==> config.mk <==
export PLATFORM = sky130hd
export DESIGN_NAME = lib_clk_gen
export DESIGN_NICKNAME = d
export VERILOG_FILES = /design/src/rtl/lib_clk_gen.sv
export SDC_FILE = /design/constraint.sdc
export NUM_CORES = 1
export LEC_CHECK = 0
export CAP_MARGIN = 5
export CELL_PAD_IN_SITES_DETAIL_PLACEMENT = 0
export CELL_PAD_IN_SITES_GLOBAL_PLACEMENT = 1
export CORE_MARGIN = 1
export CORE_UTILIZATION = 44
export DETAILED_ROUTE_END_ITERATION = 8
export GPL_TIMING_DRIVEN = 0
export PLACE_DENSITY_LB_ADDON = 0.1
export SLEW_MARGIN = 20
export SYNTH_ARGS = -nofsm -noshare
export SYNTH_HDL_FRONTEND = slang
export SYNTH_SLANG_ARGS = --single-unit
export TNS_END_PERCENT = 10
==> constraint.sdc <==
create_clock -name clock -period 5 [get_ports clock]
set_input_delay 1 -clock clock [delete_from_list [all_inputs] [get_ports clock]]
set_output_delay 1 -clock clock [all_outputs]
set_load 0.01 [all_outputs]
==> src/rtl/lib_clk_gen.sv <==
// Lock-qualified reset generator with NUM_CH phase-accumulator clock-enable channels.
// Define CLKGEN_LOCK_MON_EN to build the sticky lock-loss monitor (lock_lost / lost_cnt).
module lib_clk_gen #(
  parameter int NUM_CH = 2,
  parameter int ACC_W = 24,
  parameter int LOCK_CYCLES = 1024,
  parameter logic [ACC_W-1:0] INC_INIT = {1'b1, {(ACC_W-1){1'b0}}},
  localparam int CH_W = (NUM_CH > 1) ? $clog2(NUM_CH) : 1
) (
  input  logic              clock,
  input  logic              reset,
  input  logic              locked,
  output logic              rst_out,
  output logic [NUM_CH-1:0] ce,
  input  logic              cfg_valid,
  output logic              cfg_ready,
  input  logic [CH_W-1:0]   cfg_ch,
  input  logic [ACC_W-1:0]  cfg_inc,
  input  logic              lost_clr,
  output logic              lock_lost,
  output logic [7:0]        lost_cnt
);

  localparam int CNT_W = (LOCK_CYCLES > 1) ? $clog2(LOCK_CYCLES) : 1;
  localparam logic [CNT_W-1:0] CNT_LAST = CNT_W'(LOCK_CYCLES - 1);

  typedef enum logic [1:0] {ST_WAIT, ST_STAB, ST_RUN} state_t;

  state_t             state_q, state_d;
  logic [CNT_W-1:0]   cnt_q, cnt_d;
  logic [1:0]         sync_q;
  logic               lock_s;
  logic               rst_q;
  logic [NUM_CH-1:0]  ce_q;
  logic               run_stay;

  logic [ACC_W-1:0]   acc_q [NUM_CH];
  logic [ACC_W-1:0]   acc_d [NUM_CH];
  logic [ACC_W-1:0]   inc_q [NUM_CH];
  logic [ACC_W-1:0]   inc_d [NUM_CH];
  logic [NUM_CH-1:0]  carry;
  logic [NUM_CH-1:0]  hit;
  logic [NUM_CH-1:0]  apply;

  logic               pend_valid_q;
  logic [CH_W-1:0]    pend_ch_q;
  logic [ACC_W-1:0]   pend_inc_q;
  logic               pend_clear;

  assign lock_s    = sync_q[1];
  assign rst_out   = rst_q;
  assign ce        = ce_q;
  assign cfg_ready = !pend_valid_q;

  always_comb begin
    state_d = state_q;
    cnt_d   = cnt_q;
    case (state_q)
      ST_WAIT: begin
        if (lock_s) begin
          state_d = ST_STAB;
          cnt_d   = '0;
        end
      end
      ST_STAB: begin
        if (!lock_s) begin
          state_d = ST_WAIT;
        end else if (cnt_q == CNT_LAST) begin
          state_d = ST_RUN;
        end else begin
          cnt_d = cnt_q + 1'b1;
        end
      end
      ST_RUN: begin
        if (!lock_s) begin
          state_d = ST_WAIT;
        end
      end
      default: state_d = ST_WAIT;
    endcase
  end

  // Accumulate only while remaining in RUN, so ce drops on the exit edge.
  assign run_stay = (state_q == ST_RUN) && (state_d == ST_RUN);

  genvar gi;
  generate
    for (gi = 0; gi < NUM_CH; gi++) begin : g_ch
      logic [ACC_W:0] sum;
      assign sum       = {1'b0, acc_q[gi]} + {1'b0, inc_q[gi]};
      assign carry[gi] = run_stay & sum[ACC_W];
      assign acc_d[gi] = run_stay ? sum[ACC_W-1:0] : '0;
      assign hit[gi]   = (pend_ch_q == CH_W'(gi));
      // A zero increment would never carry, so it must not block the update.
      assign apply[gi] = pend_valid_q & hit[gi] &
                         ((state_q != ST_RUN) | (inc_q[gi] == '0) | carry[gi]);
      assign inc_d[gi] = apply[gi] ? pend_inc_q : inc_q[gi];
    end
  endgenerate

  assign pend_clear = pend_valid_q & ((~|hit) | (|apply));

  always_ff @(posedge clock or posedge reset) begin
    if (reset) begin
      state_q      <= ST_WAIT;
      cnt_q        <= '0;
      sync_q       <= '0;
      rst_q        <= 1'b1;
      ce_q         <= '0;
      pend_valid_q <= 1'b0;
      pend_ch_q    <= '0;
      pend_inc_q   <= '0;
      for (int i = 0; i < NUM_CH; i++) begin
        acc_q[i] <= '0;
        inc_q[i] <= INC_INIT;
      end
    end else begin
      state_q <= state_d;
      cnt_q   <= cnt_d;
      sync_q  <= {sync_q[0], locked};
      rst_q   <= (state_d != ST_RUN);
      ce_q    <= carry;
      for (int i = 0; i < NUM_CH; i++) begin
        acc_q[i] <= acc_d[i];
        inc_q[i] <= inc_d[i];
      end
      if (pend_clear) begin
        pend_valid_q <= 1'b0;
      end else if (cfg_valid && cfg_ready) begin
        pend_valid_q <= 1'b1;
        pend_ch_q    <= cfg_ch;
        pend_inc_q   <= cfg_inc;
      end
    end
  end

`ifdef CLKGEN_LOCK_MON_EN
  logic       lost_q;
  logic [7:0] lost_cnt_q;
  logic       loss_evt;

  assign loss_evt  = (state_q == ST_RUN) && (state_d != ST_RUN);
  assign lock_lost = lost_q;
  assign lost_cnt  = lost_cnt_q;

  always_ff @(posedge clock or posedge reset) begin
    if (reset) begin
      lost_q     <= 1'b0;
      lost_cnt_q <= '0;
    end else if (lost_clr) begin
      lost_q     <= 1'b0;
      lost_cnt_q <= '0;
    end else if (loss_evt) begin
      lost_q <= 1'b1;
      if (lost_cnt_q != 8'hFF) begin
        lost_cnt_q <= lost_cnt_q + 8'd1;
      end
    end
  end
`else
  logic unused_lost_clr;
  assign unused_lost_clr = lost_clr;
  assign lock_lost       = 1'b0;
  assign lost_cnt        = 8'd0;
`endif

endmodule

; Yosys cells after proc, flatten, opt, wreduce, memory -nomap -nowiden
; Cells that the tools add are included.
[op_classes]
n_reduce_logical = 11
eq_ne = 9
multipliers = 0
div_mod_pow = 0
muxes = 13
magnitude_cmp = 0
n_shift = 0
n_addsub = 3
bitwise = 13
[op_table]
columns = operator, n
row1 = $add A24 B24 Y25, 2
row2 = $logic_not A24 Y1, 2
row3 = $mux W24, 2
row4 = $mux W10, 3
row5 = $pmux W10 S2, 1
row6 = $add A10 B1 Y10 const B, 1
row7 = $eq A10 B10 Y1 const B, 1
row8 = $ne A2 B2 Y1 const B, 5
row9 = $mux W2, 4
row10 = $and A1 B1 Y1, 7
row11 = $pmux W2 S3, 1
row12 = $eq A2 B2 Y1 const B, 2
row13 = $or A1 B1 Y1, 4
row14 = $reduce_and A4 Y1, 1
row15 = $reduce_bool A2 Y1, 2
row16 = $eq A2 B1 Y1 const B, 1
row17 = $logic_and A1 B1 Y1, 2
row18 = $logic_not A2 Y1, 1
row19 = $mux W1, 2
row20 = $not A1 Y1, 2
row21 = $reduce_and A2 Y1, 1
row22 = $reduce_or A2 Y1, 1
row23 = $logic_not A1 Y1, 1
[word_totals]
output_inout_bits = 13
ff_bits = 139
wordCells = 61
ramBits = 0
mem_bits_ro = 0
input_bits = 30
latchBits = 0
mem_count = 0

; Depth between registers and ports, before layout
; Gate-level depths: netlist of the first run.
[logic_depth]
depth_word = 13
mapped_depth = 12
ltp_nobuf = 11

; Worst setup path before layout of the first run
; No wires, ideal clock.
[synth_timing]
kind = reg2reg
start = register inc_q[0] (netlist name)
end = register inc_q[0] (netlist name)
setup_time_ns = 0.127
setup_slack_ns = 1.898
t_required_ns = 4.873
arrival_ns = 2.974
stages_incl_launch_ff = 13
synth_period_minus_slack_ns = 3.102
path_buffers = 1
cell_sequence = dfrtp_1 > ha_1 > inv_1 > fa_1 > and2b_1 > o31ai_1 > a2111oi_2 > nor4_1 > o31ai_2 > a41oi_2 > a21oi_4 > buf_6 > mux2_1
[synth_via]
elab_chain_len = 4
word_cells_on_any_way = 6
cone_classes = 1 x add/sub / 4 x bitwise / 1 x reduce/logical
[synth_lines]
columns = item, line_no
row1 = from (decl), 39  ; logic [ACC_W-1:0] inc_q [NUM_CH];
row2 = "from (signal, indexed assignment)", 125  ; inc_q[i] <= inc_d[i];
row3 = $add A24 B24 Y25 or $logic_not A24 Y1 (tied branches), "90, 96"
row4 = $and A1 B1 Y1 or $or A1 B1 Y1 (tied branches), "91, 96"
row5 = $or A1 B1 Y1 *, 96  ; ((state_q != ST_RUN) | (inc_q[gi] == '0) | carry[gi]);
row6 = $and A1 B1 Y1 *, 95  ; assign apply[gi] = pend_valid_q & hit[gi] &
; Every way passes the cells marked *; elsewhere a longest branch is shown, timed or not.
; A chain may end at the register's enable or synchronous reset.

; Final worst setup path of the first run
[layout_timing]
start = register inc_q[0] (netlist name)
end = register inc_q[7] (netlist name)
; Same word-level chain as after synthesis.

==> results.toml, run 1 <==
[pwr]
power.leakage_uw = 0.00396
power.total_uw = 3570
pwr-share-seq_pct = 41.9
peakVddDrop_v = 0.000270
p_int_uw = 2490
clkPwrFrac_pct = 36.0
pwr-share-comb_pct = 22.0
p_sw_share_pct = 30.2
power_switching_uw = 1080
pwr_density_cell_nw_per_um2 = 408

[layout]
drive_above_1_share_pct = 12.3
area_delta_synth_final_pct = 16.9
fin_area_um2 = 8740
fillers = 1512
num-nets-final = 825
antenna_cells = 0
fin_util_pct = 52.7

[critical_path]
critPathMaxFanout = 10
crit_end = "inc_q[7]"
rr_startpoint = "inc_q[0]"
critical_path_arrival_ns = 4.04
cp-end-kind = "flop"
crit_start = "inc_q[0]"
worstPathCellList = "ha_1 -> inv_1 -> fa_1 -> and2b_1 -> o31ai_1 -> a2111oi_2 -> nor4_1 -> o31ai_2 -> a41oi_2 -> a21oi_4 -> buf_6 -> mux2_1"
startpoint_type = "flop"
crit_type = "reg2reg"
crit_family = "compound AO/OA/AOI/OAI gates"
worstPathRequired_ns = 5.29
cp_slowest_cell = "a2111oi_2"
crit_cells = 12
r2r_cells = 12
max_stage_delay_ns = 0.53
path_buf_inv = 2
rr_endpoint = "inc_q[7]"
r2r_slack_ns = 1.25

[floorplan]
die_h_um = 132
initial_core_util_pct = 45.1
rows = 47
core_area_um2 = 16600
die_w_um = 132
io_pins = 43
die_area_um2 = 17500

[detailed_routing]
drt-pass1-iter-count = 6
via_per_inst = 5.41
wl_met3_um = 525
via_count = 5284
wl_um = 16600
drc = 0
drt-met1-wl_um = 8370
top_layer_used = "met4"
drtIter0Drc = 211
wl_per_cell_um = 17.0
final_antenna_net_count = 0
met2WireLength_um = 7480

[timing]
final_max_slew_viol_count = 0
worst_slew_pin_slew_ns = 1.06
tns_ns = 0
rsz0062_at_grt = "no"
timing.hold.ws_ns = 0.354
finalSetupViolations = 0
clock_skew_ns = 0.0126
fin_crit_ns = 3.75
timing.final.crit_share_pct = 75.0
max_freq_mhz = 267
hold_viol = 0
relSlewSlack_pct = 29.2

[clocking]
clockBufferDepth = 2
cts_hold_buf = 0
clk_pin_slew_ns = 0.06
cts.sinks = 139
ctsResizeCount = 0
numCtsBuffers = 17
cts_setup_buffers = 0
clock_latency_ns = 0.42
htreeDepth = 4
cts_tree = "yes"
clockRootBuffer = "clkbuf_16"

[placement]
routabilityCongestion = 0.800
dp_hpwl_um = 12300
io_buffers = 32
place_area_um2 = 8140

[synthesis]
yosysSeqAreaShare_pct = 46.6
synth.distinct_cells = 65
synthCells = 684
synth_area_leaders = "dfrtp_1, ha_1, mux2_1"
async_flop_share_pct = 100
syn-cell-area_um2 = 7480
avgSynthCellArea_um2 = 10.9
synth_top_area_cell = "dfrtp_1"
synth_seq_cells = 139
synth_edf_count = 0
yosys_warnings = 0
synth_top_area_share_pct = 45.5
yosys_most_used_dff = "dfrtp_1"

[global_routing]
grt_max_degree = 91
grt_pass1_vias = 5365
antenna_found_initial = 0
grt-ovfl-total = 0
grt_usage_pct = 20.4
grt_pass1_wl_um = 27600

[worst_hold_path]
min_path_type = "reg2reg"

[run]
cap_viol_max_count = 0

[run_status]
status = "complete, no violations"
==> stage by stage <==
step | setup slack [ns] | instances
after floorplan | 0.280 | 692
after global placement | -1.78 | 944
after detailed placement | 1.28 | 945
after CTS | 1.22 | 977
after global routing | 1.01 | 977
final | 1.25 | 977
==> how the worst min path moves through the flow <==
stage | startpoint | endpoint | slack, ns | cells after the start
after floorplan | sync_q[0] | sync_q[1] | 0.33 | 0
after global placement | sync_q[0] | sync_q[1] | 0.34 | 0
after detailed placement | sync_q[0] | sync_q[1] | 0.34 | 0
after CTS | sync_q[0] | sync_q[1] | 0.36 | 0
final | sync_q[0] | sync_q[1] | 0.35 | 0
after global routing | sync_q[0] | sync_q[1] | 0.37 | 0
==> flip-flops by register name, summed over array words and instances, names as in the netlist <==
signal        cells
ce                2
rst_out           1
pend_valid_q      1
pend_inc_q       24
cnt_q            10
sync_q            2
state_q           2
inc_q            48
pend_ch_q         1
acc_q            48
==> synth_stat cells (all sizes together), types with 4 or more instances <==
library cell and n:
nor3 11, clkbuf 12, inv 18, nand4 7, nor2 64, nor4 14, xor2 21, dfrtp 136
ha 49, nor2b 7, o21bai 5, a21o 17, or3 8, nand2b 6, o21a 9, a31oi 6
xnor2 15, buf 14, and3 11, a21oi 43, nand2 29, a41oi 4, nand3 13, mux2 73
a211oi 12, o21ai 30, nor3b 4
==> logic make-up (layout without fill, tap and decap cells) <==
group,Yosys count,in the layout,synth area share [%]
XOR/XNOR,36,36,4.22
buffers and inverters,44,109,3.06
AND/OR/NAND/NOR,189,189,12.6
adder cells (fa/ha/maj),51,51,8.73
flip-flops,139,139,46.6
other,1,9,0.0502
AO/OA/AOI/OAI,150,150,13.6
multiplexers,74,74,11.1
==> per-layer routing <==
metal / global-route usage, % / vias to the layer above
li1: - / 2607
met1: 28.0 / 2582
met2: 32.0 / 80
met3: 4.46 / 15
met4: 6.64 / 0
met5: 0 / -
==> cell usage in the layout (no fill, tap or decap), types with 8 or more instances in the layout <==
| cell | netlist | final |
|---|---|---|
| buf_4 | 9 | 9 |
| xnor2_1 | 15 | 15 |
| nand2_1 | 29 | 29 |
| mux2_1 | 40 | 40 |
| a211oi_1 | 12 | 12 |
| clkbuf_1 | 12 | 13 |
| nor4_1 | 14 | 14 |
| and3_1 | 11 | 11 |
| nor3_1 | 11 | 11 |
| conb_1 | 1 | 9 |
| a21oi_1 | 41 | 41 |
| a21o_1 | 17 | 17 |
| o21ai_0 | 29 | 29 |
| nor2_1 | 64 | 64 |
| nand3_1 | 13 | 13 |
| dfrtp_1 | 136 | 136 |
| mux2_2 | 33 | 33 |
| or3_1 | 8 | 8 |
| ha_1 | 49 | 49 |
| clkbuf_16 | 0 | 17 |
| clkdlybuf4s50_1 | 0 | 32 |
| o21a_1 | 9 | 9 |
| inv_1 | 18 | 17 |
| xor2_1 | 21 | 21 |
==> area by class of cell <==
type | count | area [um^2] | area share (%)
multi-input combinational | 509 | 3800 | 43.4
buffer | 26 | 161 | 1.85
clock inverter | 12 | 146 | 1.67
tap | 220 | 275 | 3.15
sequential | 139 | 3480 | 39.8
inverter | 18 | 75.1 | 0.859
timing repair buffer | 33 | 348 | 3.98
clock buffer | 20 | 457 | 5.22
==> power groups by stage <==
stage	clock (uW)	combinational, uW	sequential (uW)
after floorplan	0	633	1440
after global placement	0	756	1520
after detailed placement	0	780	1520
after CTS	1320	789	1500
after global routing	1370	880	1530
final	1290	786	1500
==> worst reg2reg max path: stages (launching register included) <==
cell and delay [ns]:
dfrtp_1 0.38, ha_1 0.21, inv_1 0.07, fa_1 0.37, and2b_1 0.27, o31ai_1 0.13, a2111oi_2 0.53, nor4_1 0.16
o31ai_2 0.42, a41oi_2 0.24, a21oi_4 0.31, buf_6 0.20, mux2_1 0.35
(Power assumes the default switching activity.)
==> run 2: changes to the inputs <==
==> constraint.sdc (replaced) <==
create_clock -name clock -period 3.41 [get_ports clock]
set_input_delay 0.682 -clock clock [delete_from_list [all_inputs] [get_ports clock]]
set_output_delay 0.682 -clock clock [all_outputs]
set_load 0.01 [all_outputs]
==> run 2 against run 1 <==
  * Setup slack lost 1.1 ns
  * Sequential cell count is the same
  * Worst hold slack gained 0.0053 ns
  * Utilization grew 0.96 points
  * Die area is the same
  * Combinational power grew 54%
==> results.toml, run 2 (synthesized netlist as in run 1, its figures left out) <==
[run_status]
status = "complete, no violations"

[global_routing]
grt_pass1_wl_um = 28100
grt_usage_pct = 20.8
antenna_found_initial = 0
grt_max_degree = 33
grt-ovfl-total = 0
grt_pass1_vias = 5439

[critical_path]
crit_family = "compound AO/OA/AOI/OAI gates"
startpoint_type = "flop"
max_stage_delay_ns = 0.44
critPathMaxFanout = 5
cp_slowest_cell = "a2111oi_4"
critical_path_arrival_ns = 3.58
cp-end-kind = "flop"
worstPathRequired_ns = 3.71
path_buf_inv = 2
crit_type = "reg2reg"
worstPathCellList = "ha_4 -> inv_2 -> fa_2 -> and2b_2 -> o31ai_4 -> a2111oi_4 -> nor4_2 -> o31ai_2 -> a41oi_2 -> a21oi_4 -> buf_6 -> mux2_1"

[pwr]
pwr_density_cell_nw_per_um2 = 582
power.leakage_uw = 0.00402
peakVddDrop_v = 0.000390
power.total_uw = 5180

[timing]
hold_viol = 0
clock_skew_ns = 0.00914
final_max_slew_viol_count = 0
fin_crit_ns = 3.28
worst_slew_pin_slew_ns = 0.860
finalSetupViolations = 0
rsz0062_at_grt = "yes"
max_freq_mhz = 305
relSlewSlack_pct = 42.7
timing.final.crit_share_pct = 96.2
tns_ns = 0

[layout]
reg_top3 = "acc_q (48), inc_q (48), pend_inc_q (24)"
fin_area_um2 = 8900
drive_above_1_share_pct = 15.4
antenna_cells = 0
fin_util_pct = 53.7
final_cell_mix = "dfrtp_1, nor2_1, ha_1"
final_common_cell = "dfrtp_1"
area_delta_synth_final_pct = 19.0
num-nets-final = 835

[placement]
place_area_um2 = 8190
dp_hpwl_um = 12600
routabilityCongestion = 0.807
io_buffers = 32

[clocking]
clock_latency_ns = 0.43
clockRootBuffer = "clkbuf_16"
cts.sinks = 139
clk_pin_slew_ns = 0.06
cts_hold_buf = 0
htreeDepth = 4
numCtsBuffers = 17
cts_tree = "yes"
clockBufferDepth = 2

[detailed_routing]
met2WireLength_um = 7910
drc = 0
final_antenna_net_count = 0
wl_um = 16900
drt-pass1-iter-count = 5
wl_met3_um = 565
top_layer_used = "met4"
via_count = 5419
drt-met1-wl_um = 8150
wl_per_cell_um = 17.1
via_per_inst = 5.49
drtIter0Drc = 308

[floorplan]
io_pins = 43
core_area_um2 = 16600
die_area_um2 = 17500
rows = 47
initial_core_util_pct = 45.1
die_h_um = 132
die_w_um = 132

[run]
cap_viol_max_count = 0

[worst_hold_path]
min_path_type = "reg2reg"
[run 2: cell count changes in the layout (fill, tap and decap cells not counted), moves of 2 or more]
cell	change
bufinv_16	-2
buf_12	+4
buf_4	+4
mux2_4	+8
buf_6	+3
mux2_1	-8
[run 2: final cells by class]
class / instances / area, um^2
plain buffers: 26 / 161
clock buffers: 21 / 470
clock inverters: 11 / 95.1
fillers: 1482 / 7680
inverters: 18 / 71.3
multi-input cells: 509 / 3880
flip-flops and latches: 139 / 3480
well taps: 220 / 275
repair buffers: 43 / 464
[run 2: where the power goes]
part           total (uW)  internal [uW]  switching, uW
clock                1770           1050            712
sequential           2200           1930            274
combinational        1210            591            622
[run 2: path summary, 6_finish.rpt]
check,slack (ns),start,cells past startpoint,end
max,0.13,inc_q[0],12,inc_q[3]
min,0.36,sync_q[0],0,sync_q[1]
max reg2reg,0.13,inc_q[0],12,inc_q[3]
min reg2reg,0.36,sync_q[0],0,sync_q[1]
max in group asynchronous,1.94,reset,4,inc_q[33]
min in group asynchronous,0.69,reset,2,sync_q[1]
[run 2: metrics by stage]
step	std cells	worst slack, ns	hold WS [ns]
floorplan	692	0.308	0.331
global placement	944	-0.311	0.342
detailed placement	948	-0.288	0.350
CTS	987	-0.00309	0.364
global route	987	-0.00613	0.378
finish	987	0.131	0.360
[run 2: worst register-to-register path, delay by kind of cell, from the launching register on]
| kind | cells | cell delay (ns) |
|---|---|---|
| compound gates | 5 | 1.38 |
| fa+ha+maj | 2 | 0.48 |
| flops | 1 | 0.38 |
| simple gates | 2 | 0.38 |
| mux | 1 | 0.32 |
| buf+inv | 2 | 0.22 |
[run 2: metal layers]
layer | vias up | global-route usage [%]
met1 | 2686 | 28.6
met3 | 18 | 4.15
met2 | 93 | 32.5
met5 | - | 0
met4 | 0 | 7.98
li1 | 2622 | -
[run 2: timing repair]
item	CTS	global route
cloned	2	0
setup buffers	5	0
endpoints found under the setup margin	24	24
pin swaps	6	6
gates resized for setup	21	1
==> run 3: changes to the inputs <==
--- a/config.mk
+++ b/config.mk
@@ -10,6 +10,7 @@
 export CELL_PAD_IN_SITES_GLOBAL_PLACEMENT = 1
 export CORE_MARGIN = 1
 export CORE_UTILIZATION = 44
+export CTS_CLUSTER_DIAMETER = 80
 export DETAILED_ROUTE_END_ITERATION = 8
 export GPL_TIMING_DRIVEN = 0
 export PLACE_DENSITY_LB_ADDON = 0.1
==> results of run 3 <==
Same layout as run 2: the final DEF is identical, and so are final timing and power.
